<file path="src/rtl/twiddle_stage_loader_if.sv">
// Handshake and per-stage RAM write bus for the twiddle stage loader.
// The master drives the load request and the base twiddle stream; the slave is the loader.
interface twiddle_stage_loader_if #(
    parameter int W          = 32,
    parameter int NUM_stages = 4,
    parameter int ADDR_WIDTH = 3
);
    logic                                  load_start;
    logic [NUM_stages-1:0]                 stage_mask;
    logic                                  tw_valid;
    logic [W-1:0]                          tw_data;
    logic                                  tw_ready;
    logic [NUM_stages-1:0]                 write_en_array;
    logic [NUM_stages-1:0][ADDR_WIDTH-1:0] write_addr_array;
    logic [NUM_stages-1:0][W-1:0]          write_data_array;
    logic                                  busy;
    logic                                  done;

    modport master (
        output load_start, stage_mask, tw_valid, tw_data,
        input  tw_ready, write_en_array, write_addr_array, write_data_array, busy, done
    );

    modport slave (
        input  load_start, stage_mask, tw_valid, tw_data,
        output tw_ready, write_en_array, write_addr_array, write_data_array, busy, done
    );
endinterface

</file>
<file path="src/rtl/twiddle_stage_loader.sv">
// Captures radix/2 base twiddle words, then writes the decimated subset buf[idx<<s]
// into each selected stage RAM, one write per cycle, lowest selected stage first.
module twiddle_stage_loader #(
    parameter int W          = 32,
    parameter int radix      = 16,
    parameter int NUM_stages = $clog2(radix),
    parameter int ADDR_WIDTH = $clog2(radix/2)
) (
    input logic clk,
    input logic rst,
    twiddle_stage_loader_if.slave bus
);

    localparam int HALF = radix / 2;
    localparam int SW   = (NUM_stages > 1) ? $clog2(NUM_stages) : 1;

    typedef enum logic [1:0] {IDLE, CAPTURE, WRITE, DONE} state_t;

    state_t                state;
    logic [NUM_stages-1:0] mask_q;
    logic [ADDR_WIDTH-1:0] cnt;
    logic [ADDR_WIDTH-1:0] idx;
    logic [SW-1:0]         stage;
    logic [W-1:0]          tw_buf [HALF];

    logic                                  accept;
    logic                                  first_found;
    logic                                  next_found;
    logic [SW-1:0]                         first_s;
    logic [SW-1:0]                         next_s;
    logic [ADDR_WIDTH-1:0]                 last_idx;
    logic                                  nxt_valid;
    logic [SW-1:0]                         nxt_s;
    logic [ADDR_WIDTH-1:0]                 nxt_idx;
    logic [NUM_stages-1:0]                 en_d;
    logic [NUM_stages-1:0][ADDR_WIDTH-1:0] addr_d;
    logic [NUM_stages-1:0][W-1:0]          data_d;

    assign accept = bus.tw_valid && bus.tw_ready;

    // NOTE: the capture buffer has no reset; every sequence overwrites all entries before reading them.
    always_ff @(posedge clk) begin
        if (state == CAPTURE && accept) begin
            tw_buf[cnt] <= bus.tw_data;
        end
    end

    // Next write to present: (stage, idx) after the one currently on the lanes,
    // or the first write of the sequence when leaving CAPTURE.
    always_comb begin
        // NOTE: every output of this block gets a default first, so no latch is inferred.
        first_found = 1'b0;
        first_s     = '0;
        next_found  = 1'b0;
        next_s      = '0;
        for (int i = NUM_stages - 1; i >= 0; i--) begin
            if (mask_q[i]) begin
                first_found = 1'b1;
                first_s     = SW'(i);
            end
            if (mask_q[i] && i > int'(stage)) begin
                next_found = 1'b1;
                next_s     = SW'(i);
            end
        end

        last_idx = ADDR_WIDTH'((radix >> (int'(stage) + 1)) - 1);

        if (state == WRITE) begin
            if (idx == last_idx) begin
                nxt_valid = next_found;
                nxt_s     = next_s;
                nxt_idx   = '0;
            end else begin
                nxt_valid = 1'b1;
                nxt_s     = stage;
                nxt_idx   = idx + ADDR_WIDTH'(1);
            end
        end else begin
            nxt_valid = first_found;
            nxt_s     = first_s;
            nxt_idx   = '0;
        end

        en_d   = '0;
        addr_d = '0;
        data_d = '0;
        if (nxt_valid) begin
            en_d[nxt_s]   = 1'b1;
            addr_d[nxt_s] = nxt_idx;
            data_d[nxt_s] = tw_buf[nxt_idx << nxt_s];
        end
    end

    // NOTE: all state and output registers use non-blocking assignments so every flop samples pre-edge values.
    always_ff @(posedge clk or posedge rst) begin
        if (rst) begin
            state                <= IDLE;
            mask_q               <= '0;
            cnt                  <= '0;
            idx                  <= '0;
            stage                <= '0;
            bus.tw_ready         <= 1'b0;
            bus.busy             <= 1'b0;
            bus.done             <= 1'b0;
            bus.write_en_array   <= '0;
            bus.write_addr_array <= '0;
            bus.write_data_array <= '0;
        end else begin
            case (state)
                IDLE: begin
                    bus.done <= 1'b0;
                    if (bus.load_start) begin
                        mask_q       <= bus.stage_mask;
                        cnt          <= '0;
                        bus.tw_ready <= 1'b1;
                        bus.busy     <= 1'b1;
                        state        <= CAPTURE;
                    end
                end

                CAPTURE: begin
                    if (accept) begin
                        cnt <= cnt + ADDR_WIDTH'(1);
                        if (cnt == ADDR_WIDTH'(HALF - 1)) begin
                            // Last word: the first write goes out on this same edge.
                            bus.tw_ready         <= 1'b0;
                            stage                <= nxt_s;
                            idx                  <= nxt_idx;
                            bus.write_en_array   <= en_d;
                            bus.write_addr_array <= addr_d;
                            bus.write_data_array <= data_d;
                            if (nxt_valid) begin
                                state <= WRITE;
                            end else begin
                                bus.done <= 1'b1;
                                state    <= DONE;
                            end
                        end
                    end
                end

                WRITE: begin
                    stage                <= nxt_s;
                    idx                  <= nxt_idx;
                    bus.write_en_array   <= en_d;
                    bus.write_addr_array <= addr_d;
                    bus.write_data_array <= data_d;
                    if (!nxt_valid) begin
                        bus.done <= 1'b1;
                        state    <= DONE;
                    end
                end

                DONE: begin
                    bus.done <= 1'b0;
                    bus.busy <= 1'b0;
                    idx      <= '0;
                    state    <= IDLE;
                end

                default: state <= IDLE;
            endcase
        end
    end

endmodule

</file>
<file path="src/flat_wrapper.sv">
// flat-port wrapper written by rule: the top's interface ports become plain ports
module twiddle_stage_loader_flat 
#(
    parameter int W          = 32,
    parameter int radix      = 16,
    parameter int NUM_stages = $clog2(radix),
    parameter int ADDR_WIDTH = $clog2(radix/2)
)
  (clk, rst, bus_load_start, bus_stage_mask, bus_tw_valid, bus_tw_data, bus_tw_ready, bus_write_en_array, bus_write_addr_array, bus_write_data_array, bus_busy, bus_done);
  twiddle_stage_loader_if #(.W(W), .NUM_stages(NUM_stages), .ADDR_WIDTH(ADDR_WIDTH)) bus_i ();
  input logic clk;
  input logic rst;
  input wire logic [$bits(bus_i.load_start)-1:0] bus_load_start;
  input wire logic [$bits(bus_i.stage_mask)-1:0] bus_stage_mask;
  input wire logic [$bits(bus_i.tw_valid)-1:0] bus_tw_valid;
  input wire logic [$bits(bus_i.tw_data)-1:0] bus_tw_data;
  output wire logic [$bits(bus_i.tw_ready)-1:0] bus_tw_ready;
  output wire logic [$bits(bus_i.write_en_array)-1:0] bus_write_en_array;
  output wire logic [$bits(bus_i.write_addr_array)-1:0] bus_write_addr_array;
  output wire logic [$bits(bus_i.write_data_array)-1:0] bus_write_data_array;
  output wire logic [$bits(bus_i.busy)-1:0] bus_busy;
  output wire logic [$bits(bus_i.done)-1:0] bus_done;
  assign bus_i.load_start = bus_load_start;
  assign bus_i.stage_mask = bus_stage_mask;
  assign bus_i.tw_valid = bus_tw_valid;
  assign bus_i.tw_data = bus_tw_data;
  assign bus_tw_ready = bus_i.tw_ready;
  assign bus_write_en_array = bus_i.write_en_array;
  assign bus_write_addr_array = bus_i.write_addr_array;
  assign bus_write_data_array = bus_i.write_data_array;
  assign bus_busy = bus_i.busy;
  assign bus_done = bus_i.done;
  twiddle_stage_loader #(.W(W), .radix(radix), .NUM_stages(NUM_stages), .ADDR_WIDTH(ADDR_WIDTH)) u_core (.clk(clk), .rst(rst), .bus(bus_i));
endmodule
</file>
<file path="config.mk">
export PLATFORM = sky130hd
export DESIGN_NAME = twiddle_stage_loader_flat
export DESIGN_NICKNAME = d
export VERILOG_FILES = /design/src/rtl/twiddle_stage_loader_if.sv /design/src/rtl/twiddle_stage_loader.sv /design/src/flat_wrapper.sv
export SDC_FILE = /design/constraint.sdc
export NUM_CORES = 1
export LEC_CHECK = 0
export CAP_MARGIN = 20
export CORE_MARGIN = 10
export CORE_UTILIZATION = 60
export DETAILED_ROUTE_END_ITERATION = 6
export PLACE_DENSITY = 0.89
export SETUP_SLACK_MARGIN = 0.5
export SYNTH_ARGS = -nofsm -noshare
export SYNTH_HDL_FRONTEND = slang
export SYNTH_SLANG_ARGS = --single-unit
</file>
<file path="constraint.sdc">
create_clock -name clk -period 13.9 [get_ports clk]
set_input_delay 2.78 -clock clk [delete_from_list [all_inputs] [get_ports clk]]
set_output_delay 2.78 -clock clk [all_outputs]
set_load 0.005 [all_outputs]
</file>
Word level (Yosys, flattened, before mapping)
Memories as Yosys holds them, arrays and structs flattened.
Index checks and enable logic that the tools add are counted.
- $add $sub $neg: 4
- $lt $le $gt $ge: 5
- eq/ne operators: 9
- shifts and indexed selects: 2
- muxes and demuxes: 64
- bitwise logic cells: 2
- reductions and logical operators: 20
- operators by type and width (operator ; number):
    $mux W128 ; 3
    $pmux W128 S2 ; 1
    $and A128 B128 Y128 ; 1
    $demux W32 S2 ; 1
    $mux W12 ; 3
    $mux W32 ; 1
    $shr A5 B32 Y3 const A ; 1
    $mux W2 ; 15
    $pmux W12 S2 ; 1
    $mux W3 ; 7
    $mux W1 ; 19
    $and A12 B12 Y12 ; 1
    $mux W4 ; 3
    $pmux W3 S3 ; 1
    $reduce_and A3 Y1 ; 3
    $pmux W2 S4 ; 1
    $pmux W4 S2 ; 1
    $reduce_and A4 Y1 ; 2
    $add A3 B1 Y3 const B ; 2
    $demux W3 S2 ; 1
    $logic_and A1 B1 Y1 ; 6
    $ne A2 B2 Y1 const B ; 3
    $pmux W3 S2 ; 1
    $reduce_and A2 Y1 ; 3
    20 further kinds ; 25
- flip-flop bits (word level): 161
- bits in writable memories: 256
- output and inout port bits: 147
- logic and storage cells: 124
- memories kept: 1
- memories (memory ; depth ; width ; read ports ; clocked after memory_dff ; write ports ; line ; source):
    u_core.tw_buf ; 8 ; 32 ; 1 ; 0 ; 1 ; twiddle_stage_loader.sv:24 ; logic [W-1:0] tw_buf [HALF];

Depth between registers and ports, before layout
- word-level depth: 16
- depth in mapped cells: 14

Worst setup path before layout
OpenSTA, ideal clock, no wires.
- path kind: in2reg
- start: input port bus_tw_valid
- end: memory u_core.tw_buf[0][0] (enable)
- data arrival time: 6.086 ns
- setup slack: 7.312 ns
- stages on the path: 2
- buffers on the path: 0
- cell sequence: nand3_1 -> nor4_1
- word-level cells in the longest chain between the ends: 4
- ends and longest elaborated chain (element ; line ; source):
    from (decl) ; flat_wrapper.sv:15 ; input wire logic [$bits(bus_i.tw_valid)-1:0] bus_tw_valid;
    $logic_and A1 B1 Y1 ; twiddle_stage_loader.sv:39 ; assign accept = bus.tw_valid && bus.tw_ready;
    $logic_and A1 B1 Y1 ; twiddle_stage_loader.sv:43 ; if (state == CAPTURE && accept) begin
    $mux W1 ; twiddle_stage_loader.sv:43 ;
    $mux W1 (implied by the code) ; twiddle_stage_loader.sv:44 ; tw_buf[cnt] <= bus.tw_data;
    to (decl) ; twiddle_stage_loader.sv:24 ;
No other way between the ends.

Worst setup path in the final report
- start: input port bus_tw_valid
- end: register u_core.bus.write_data_array[41]
- word-level cells in the longest chain between the ends: 3
- ends and longest elaborated chain (element ; line ; source):
    $logic_and A1 B1 Y1 ; twiddle_stage_loader.sv:39 ;
    $ne A2 B1 Y1 (no line) ; -- ;
    $reduce_and A3 Y1 (no line) ; -- ;
    to (signal assigned) ; twiddle_stage_loader.sv:132 ; bus.write_data_array <= data_d;
    to (signal assigned) ; twiddle_stage_loader.sv:148 ; bus.write_data_array <= data_d;
    to (decl) ; twiddle_stage_loader_if.sv:26 ; output tw_ready, write_en_array, write_addr_array, write_data_array, busy, done
No other way between the ends.
A chain may end at the register's enable or synchronous reset.

==> impl_metrics.toml <==
[setup_path]
cp-start-kind = "input pin"
ff2ff_setup_slack_ns = 9.44
worst-path-stages = 6
path_cells = "clkdlybuf4s50_1, and3_1, mux2i_4, buf_4, or3_2, o21ai_0"
r2r-end = "u_core.bus.write_data_array[14]"
r2r_start = "u_core.state[0]"
worst-setup-path-type = "in2reg"
startpoint = "bus_tw_valid"
critPathSlowestCell = "or3_2"
reg2regPathDepth = 10
slowest_delay_ns = 0.83
end_kind = "flip-flop"
worst_ep_arrival_time_ns = 5.41
cp_num_buf_inv = 2
crit_path_max_fanout = 71
critical_path.endpoint = "u_core.bus.write_data_array[41]"
critical_path_required_ns = 14.25
cp_top_family = "buffers and inverters"

[synth]
netlist_area_sq_um = 16400
synthTopCellsByArea = "edfxtp_1 47%, dfrtp_1 25%, nand2_1 5.9%, o21ai_0 3.4%, o41ai_2 3.0%"
ys_types = 59
synth_edf_count = 256
syn_area_per_cell_sq_um = 13.7
postSynth.asyncResetShare_pct = 38.6
synth-seq-cells = 417
synth_top_area_share_pct = 47.0
synth-main-ff-cell = "edfxtp_1"
synth_largest_area_cell = "edfxtp_1"
synth_most_common_cell = "nand2_1"
syn_inst = 1198
synth_seq_area_share_pct = 71.6
ys_warn_count = 0
synthTopCellsByCount = "257 x nand2_1, 256 x edfxtp_1, 161 x dfrtp_1, 112 x o21ai_0, 50 x clkbuf_1"
synthesis.nets = 1245

[placement]
io_buffers = 186
dpl.hpwl_um = 25000
gp_congestion = 0.810

[power]
p_switching_mw = 1.22
ir_drop_v = 0.000143
seqPwrFrac_pct = 42.3
swShare_pct = 30.8
p_per_area_nw_per_um2 = 197
p_clk_share_pct = 30.0
power.total_mw = 3.95
p_int_mw = 2.73
p_leak_nw = 7.80
power_frac_comb_pct = 27.7

[grt]
grt_pass1_wl_um = 65100
grt_usage_pct = 24.6
overflow = 0
grt_start_max_net_pins = 108
antenna_found_initial = 2
first_global_vias = 11400

[detailed_routing]
vias_per_cell = 6.36
num_vias = 11100
drtAntennaViolNets = 0
drc = 0
drt_wl_total_um = 43000
wl_per_cell_um = 24.5
firstDrtPassIters = 5
drt-initial-drc-count = 1292

[sta]
hold_violations = 0
fin_worst_skew_ns = 0.0213
fin_crit_ns = 5.06
clock.fmax_mhz = 198
setup_tns_ns = 0
relSlewSlack_pct = 29.3
final-setup-viol-count = 0
timing.hold.ws_ns = 0.482
period_share_pct = 36.4
slew_viol_final = 0
tightest_slew_ns = 1.06
rsz0062_at_grt = "no"

[die]
ios = 187
die_h_um = 185
start_util_pct = 60.9
dieArea_sq_um = 34300
rows = 60
core_sq_um = 26900
die_w_um = 185

[clock_network]
cts_hold_buf = 0
cts.reportedPaths.clkPinSlew_ns = 0.06
cts_tree = "built"
clk_latency_ns = 0.55
numCtsBuffers = 41
cts.repair.resized = 0
cts_setup_buffers = 0
htree_levels = 2
cts_sinks = 417
clk_path_buf_depth = 3
cts_root_buf = "clkbuf_16"

[cells_and_area]
post-route-util_pct = 74.6
drive_gt1_share_pct = 10.7
multi_input_area_sq_um = 4250
areaGrowthSynthToFinish_pct = 22.6
fin_nets = 1424
ff_latch_area_sq_um = 11700
nFillCells = 1562

[run]
maxCapViolCount = 0

[worst_hold_path]
hp-class = "reg2reg"

[status]
status = "completed"
## worst reg2reg max path, cell delays in order (launching register included)
cell,delay (ns)
dfrtp_1,0.41
inv_1,0.13
ha_1,0.56
nor2b_1,0.26
o21ai_0,0.27
o22ai_1,0.42
and2_4,0.65
buf_4,0.75
nand2_1,0.20
a32o_1,0.36
o41ai_2,0.34
## sequential cells by signal, indices dropped and copies added (netlist names)
signal and cells:
u_core.state 2, u_core.bus.tw_ready 1, u_core.bus.write_data_array 128, u_core.bus.done 1
u_core.cnt 3, u_core.mask_q 4, u_core.bus.write_en_array 4, u_core.bus.busy 1
u_core.stage 2, u_core.tw_buf 256, u_core.idx 3, u_core.bus.write_addr_array 12
## cells by family after synthesis
logic type,Yosys count,share of synthesized area (%)
AOI/OAI and AO/OA,277,13.1
xor gates and xnor gates,2,0.107
adders and majority gates,7,0.535
buffers and inverters,110,2.99
DFF,417,71.6
muxes,43,2.67
and+or+nand+nor,342,8.98
## power by group through the flow
stage	clock, mW	sequential (mW)	combinational [mW]
after floorplan	0	1.66	0.553
after global placement	0	1.68	1.04
after detailed placement	0	1.68	1.09
after CTS	1.19	1.67	1.10
after global routing	1.24	1.69	1.18
final	1.18	1.67	1.09
## metal layers
layer,part of all wire (%),wire (um),track usage (%)
met1,38,16400,31.1
met2,50,21400,41.5
met3,9.5,4090,5.29
met4,2.6,1100,8.03
met5,0.030,13,0
## stage by stage
step                      area, sq um  setup slack (ns)  std cells
after global placement          18500              8.48       1672
after floorplan                 16400              6.77       1198
after detailed placement        18500              8.37       1672
final                           20100              8.84       1752
after CTS                       20000              8.88       1748
after global routing            20100              8.68       1751
## worst min path at each step
stage,cells after the start,end,slack (ns),startpoint
6_report,1,u_core.bus.write_data_array[109],0.48,u_core.tw_buf[0][13]
5_1_grt,1,u_core.bus.write_data_array[109],0.50,u_core.tw_buf[0][13]
4_1_cts,2,u_core.bus.write_data_array[88],0.48,u_core.bus.write_data_array[88]
3_5_place_dp,2,u_core.bus.write_data_array[49],0.47,u_core.bus.write_data_array[49]
3_3_place_gp,2,u_core.bus.write_en_array[2],0.46,u_core.bus.write_en_array[2]
2_1_floorplan,1,u_core.bus.write_data_array[100],0.47,u_core.tw_buf[0][4]
## cell usage in the layout, fill, tap and decap left out, types with 2 or more instances in the layout
cell             count
clkinvlp_4           2
and3_1              31
nor3_2               5
clkbuf_16           42
o21ai_0            112
a31oi_1              2
a221o_1              2
nand2b_1             6
nand2_1            256
o31ai_1              2
a21oi_1             35
dfrtp_1            161
mux2i_1             37
clkbuf_1             9
nor3b_2              2
a22o_1              33
inv_6                3
nor3_1               2
ha_1                 7
nor2_1              14
nor2b_1              6
clkinv_2             8
bufinv_16            7
buf_4               19
o41ai_2             30
clkinv_8             2
inv_1               36
nor2_4               3
or2_2                2
o21a_1               3
a22oi_1              2
a32o_1              33
clkdlybuf4s50_1    186
buf_12               2
and3b_1              2
edfxtp_1           256
o21ai_1              6
clkbuf_8             2
mux2_2               5
## final cells by class
class                   count  area share (%)
diodes                      1          0.0125
clock buffers              53            5.55
flip-flops and latches    417            58.4
inverters                  38           0.736
clock inverters            23            1.65
well taps                 341            2.13
repair buffers            208            10.3
multi-input cells         671            21.2
No activity file was read; power rests on OpenSTA's default activity.
